### config.mk
export PLATFORM = sky130hd
export DESIGN_NAME = hvsync_generator
export DESIGN_NICKNAME = d
export VERILOG_FILES = /design/src/rtl/hvsync_generator.sv
export SDC_FILE = /design/constraint.sdc
export NUM_CORES = 1
export LEC_CHECK = 0
export CAP_MARGIN = 20
export CORE_AREA = 2 2 106 57
export DETAILED_ROUTE_END_ITERATION = 10
export DIE_AREA = 0 0 108 59
export GPL_TIMING_DRIVEN = 0
export MAX_ROUTING_LAYER = met4
export PLACE_DENSITY = 0.54
export SYNTH_ARGS = -nofsm -noshare
export SYNTH_HDL_FRONTEND = slang
export SYNTH_SLANG_ARGS = --single-unit
### constraint.sdc
create_clock -name clk -period 5 [get_ports clk]
set_input_delay 1 -clock clk [delete_from_list [all_inputs] [get_ports clk]]
set_output_delay 1 -clock clk [all_outputs]
set_load 0.03 [all_outputs]
### src/rtl/hvsync_generator.sv
// rtl/hvsync_generator.sv - VGA-style raster counters with registered h/v sync outputs.
// Optional macro HVSYNC_POS_POLARITY_EN selects active-high syncs (default active-low).
module hvsync_generator #(
    parameter int H_DISPLAY = 640,
    parameter int H_FRONT   = 16,
    parameter int H_SYNC    = 96,
    parameter int H_BACK    = 48,
    parameter int V_DISPLAY = 480,
    parameter int V_BOTTOM  = 10,
    parameter int V_SYNC    = 2,
    parameter int V_TOP     = 33
) (
    input  logic       clk,
    input  logic       rst_n,
    output logic       hsync,
    output logic       vsync,
    output logic       display_on,
    output logic [9:0] hpos,
    output logic [9:0] vpos
);

    localparam int H_TOTAL = H_DISPLAY + H_FRONT + H_SYNC + H_BACK;
    localparam int V_TOTAL = V_DISPLAY + V_BOTTOM + V_SYNC + V_TOP;

    localparam logic [9:0] H_MAX        = 10'(H_TOTAL - 1);
    localparam logic [9:0] H_SYNC_START = 10'(H_DISPLAY + H_FRONT);
    localparam logic [9:0] H_SYNC_END   = 10'(H_DISPLAY + H_FRONT + H_SYNC - 1);
    localparam logic [9:0] V_MAX        = 10'(V_TOTAL - 1);
    localparam logic [9:0] V_SYNC_START = 10'(V_DISPLAY + V_BOTTOM);
    localparam logic [9:0] V_SYNC_END   = 10'(V_DISPLAY + V_BOTTOM + V_SYNC - 1);

`ifdef HVSYNC_POS_POLARITY_EN
    localparam logic SYNC_ACTIVE = 1'b1;
`else
    localparam logic SYNC_ACTIVE = 1'b0;
`endif
    localparam logic SYNC_IDLE = ~SYNC_ACTIVE;

    logic       h_wrap;
    logic [9:0] h_next;
    logic [9:0] v_next;
    logic       hsync_next;
    logic       vsync_next;

    always_comb begin
        h_wrap = (hpos == H_MAX);
        h_next = h_wrap ? 10'd0 : hpos + 10'd1;
        v_next = vpos;
        if (h_wrap) begin
            v_next = (vpos == V_MAX) ? 10'd0 : vpos + 10'd1;
        end
        // Syncs decode the next counter state so the registered outputs line up with hpos/vpos.
        hsync_next = ((h_next >= H_SYNC_START) && (h_next <= H_SYNC_END)) ? SYNC_ACTIVE : SYNC_IDLE;
        vsync_next = ((v_next >= V_SYNC_START) && (v_next <= V_SYNC_END)) ? SYNC_ACTIVE : SYNC_IDLE;
    end

    always_ff @(posedge clk or negedge rst_n) begin
        if (!rst_n) begin
            hpos  <= 10'd0;
            vpos  <= 10'd0;
            hsync <= SYNC_IDLE;
            vsync <= SYNC_IDLE;
        end else begin
            hpos  <= h_next;
            vpos  <= v_next;
            hsync <= hsync_next;
            vsync <= vsync_next;
        end
    end

    assign display_on = ({1'b0, hpos} < 11'(H_DISPLAY)) && ({1'b0, vpos} < 11'(V_DISPLAY));

endmodule

==> results of run 1 <==
## per-layer routing
| layer | vias to the layer above | wire, um |
|---|---|---|
| met5 | - | 0 |
| met4 | 0 | 27 |
| met3 | 2 | 96 |
| met2 | 17 | 1400 |
| met1 | 530 | 1580 |
| li1 | 553 | - |
## worst max-delay path, stage by stage, from the launching register on
cell and delay [ns]:
dfrtp_1 0.46, and3_1 0.19, and2_1 0.18, nor3_1 0.19
clkdlybuf4s50_1 0.70
## logic make-up after synthesis
logic type,count (synthesis),share of synthesized area [%]
AOI/OAI and AO/OA,26,14.5
xor gates and xnor gates,10,6.61
adders and majority gates,4,3.78
buffers and inverters,13,5.95
DFF,22,41.7
muxes,2,1.98
and+or+nand+nor,58,25.4
## path summary, 6_finish.rpt
kind                                    from  cells after the start  slack, ns                 to
setup / recovery           vpos[5]$_DFF_PN0_                      4       2.01         display_on
hold / removal             vpos[8]$_DFF_PN0_                      1       0.57  vpos[8]$_DFF_PN0_
setup reg to reg           hpos[0]$_DFF_PN0_                      8       2.85    vsync$_DFF_PN1_
hold reg to reg            vpos[8]$_DFF_PN0_                      1       0.57  vpos[8]$_DFF_PN0_
max in group asynchronous              rst_n                      2       3.35    vsync$_DFF_PN1_
min in group asynchronous              rst_n                      1       1.08  hpos[2]$_DFF_PN0_
## registers in the layout (all words and copies together), names as in the netlist
name	cells
hpos	10
vpos	10
hsync	1
vsync	1
## power by group
group / switching [mW] / internal [mW] / total [mW] / leakage, nW
registers: 0 / 0.178 / 0.178 / 0.286
clock network: 0.0575 / 0.0538 / 0.111 / 0.0216
logic: 0.00380 / 0.00175 / 0.00556 / 0.408
## synth_stat cells
library cell	instances
mux2_4	1
nand2_1	7
xor2_1	3
nand2b_1	1
o31ai_1	1
dfstp_2	2
buf_6	1
nor3b_1	1
nor2_1	10
o211a_1	1
a41o_2	1
buf_8	1
and3_1	4
a2111oi_0	1
o21ai_0	4
buf_4	2
a21oi_1	4
a41oi_1	1
inv_1	6
nand3_1	10
nand4_2	1
and4bb_4	1
o32ai_1	1
a22o_1	3
and2_1	1
a311oi_1	2
a21o_1	1
o21ai_1	1
ha_1	4
buf_2	3
nor4_1	2
xnor2_1	7
and4_1	2
o21a_1	1
and3_2	2
dfrtp_1	20
nor3_1	5
o2111a_1	1
mux2_2	1
and3b_1	2
nand4_1	5
a311o_1	1
nor2b_1	3
a31oi_1	2
nor2_4	1
## area by class of cell
type	instances	area [um^2]
flip-flops and latches	22	553
multi-input cells	100	693
fillers	560	3640
well taps	73	91.3
plain buffers	7	56.3
inverters	6	22.5
repair buffers	25	255
clock buffers	3	41.3
## per-stage QoR
stage	setup slack (ns)	hold slack, ns	std cells
floorplan	2.39	0.696	135
global placement	2.27	0.556	232
detailed placement	2.26	0.559	232
CTS	1.96	0.589	235
global route	1.90	0.621	236
finish	2.01	0.572	236
==> results.yml, run 1 <==
run_status:
  outcome: "finished, final reports clean"
routing:
  wl_per_cell_um: 13.2
  route.detailed.drc: 0
  ant_nets: 0
  drt_wl_total_um: 3110
  dr.first_iter.drc_count: 47
  drt-pass1-iter-count: 4
  vias: 1102
  avgViaCountPerCell: 4.67
layout:
  final_common_cell: "clkdlybuf4s50_1"
  drive_above_1_share_pct: 12.9
  finalNetCount: 171
  diodes: 0
  final_cell_area_um2: 1710
  area_growth_pct: 29.3
  post-route-util_pct: 32.0
  final_cell_mix: "24 x clkdlybuf4s50_1, 20 x dfrtp_1, 10 x nor2_1, 10 x nand3_1"
die:
  coreArea_um2: 5350
  die-height_um: 59
  num_rows: 19
  io_pins: 25
  die_w_um: 108
  start_util_pct: 24.8
  dieArea_um2: 6370
clock_network:
  cts_resized: 0
  post-cts-setup-buffers: 0
  numCtsBuffers: 3
  clk_pin_slew_ns: 0.07
  cts_num_sinks: 22
  cts_root_buf: "clkbuf_8"
  clk_latency_ns: 0.26
  cts_tree: "yes"
  h-tree-depth: 1
  holdBufCountCts: 0
  clk_path_buf_depth: 2
placement:
  placed_cell_area_um2: 1660
  dp_hpwl_um: 2210
  place_congestion: 0.801
  port_buffers: 24
sta:
  report.final.slew_viol_count: 0
  period_minus_slack_ns: 2.99
  fin_crit_sh_pct: 59.8
  hold_violations: 0
  tns_ns: 0
  fin_skew_ns: 0.00832
  finalSetupViolations: 0
  tightestPinTransition_ns: 0.549
  relSlewSlack_pct: 63.3
  rsz0062_at_grt: "no"
  max_freq_mhz: 335
synthesis:
  synth.largest_area_cell: "dfrtp_1"
  synthesis.nets: 141
  synth_area_leaders: "dfrtp_1 38%, xnor2_1 4.6%, dfstp_2 4.0%, ha_1 3.8%, nand3_1 3.8%"
  ys_seq_area_share_pct: 41.7
  yosys_warnings: 0
  synth_cell_types: 45
  syn_inst: 135
  synth_top_area_share_pct: 37.8
  synth-seq-cells: 22
  netlist_area_um2: 1330
  synth.avg_cell_area_um2: 9.81
worst_setup_path:
  crit_path_end_kind: "primary output"
  path_max_fanout: 6
  worstPathArrival_ns: 1.99
  path_class: "reg -> out"
  critPathLaunchType: "register"
  critPathRequiredTime_ns: 4.00
global_route:
  grt_remaining_overflow: 0
  globalRouteTotalUtil_pct: 10.6
  grt_pass1_vias: 1033
  grt_antenna_before_repair: 0
  grt_util_met2_pct: 15.5
  top_usage_layer: "met2"
  use_met1_pct: 14.5
  grt_max_degree: 23
  use_met3_pct: 2.86
  grt_pass1_wl_um: 5110
power:
  total_power_mw: 0.295
  irDropWorstVdd_mv: 0.104
  power_density_nw_per_um2: 172
  p_leak_nw: 0.716
job:
  cap_violations: 0
min_path:
  hold_class: "reg -> reg"
Note: power is estimated with default switching activity, not from simulation.
==> inputs of run 2 (changes only) <==
- clock period: 5 -> 2.85 ns (I/O delays scaled with it)
==> results of run 2 <==
Same layout as run 1 (identical final DEF). Status: finished, final reports clean.
Among the figures that moved: setup slack after placement 2.26 ns -> 0.537 ns; setup slack after layout 2.01 ns -> 0.291 ns; register-to-register setup slack 2.85 ns -> 0.70 ns; total power 0.295 mW -> 0.517 mW; worst IR drop on VDD 0.104 mV -> 0.182 mV
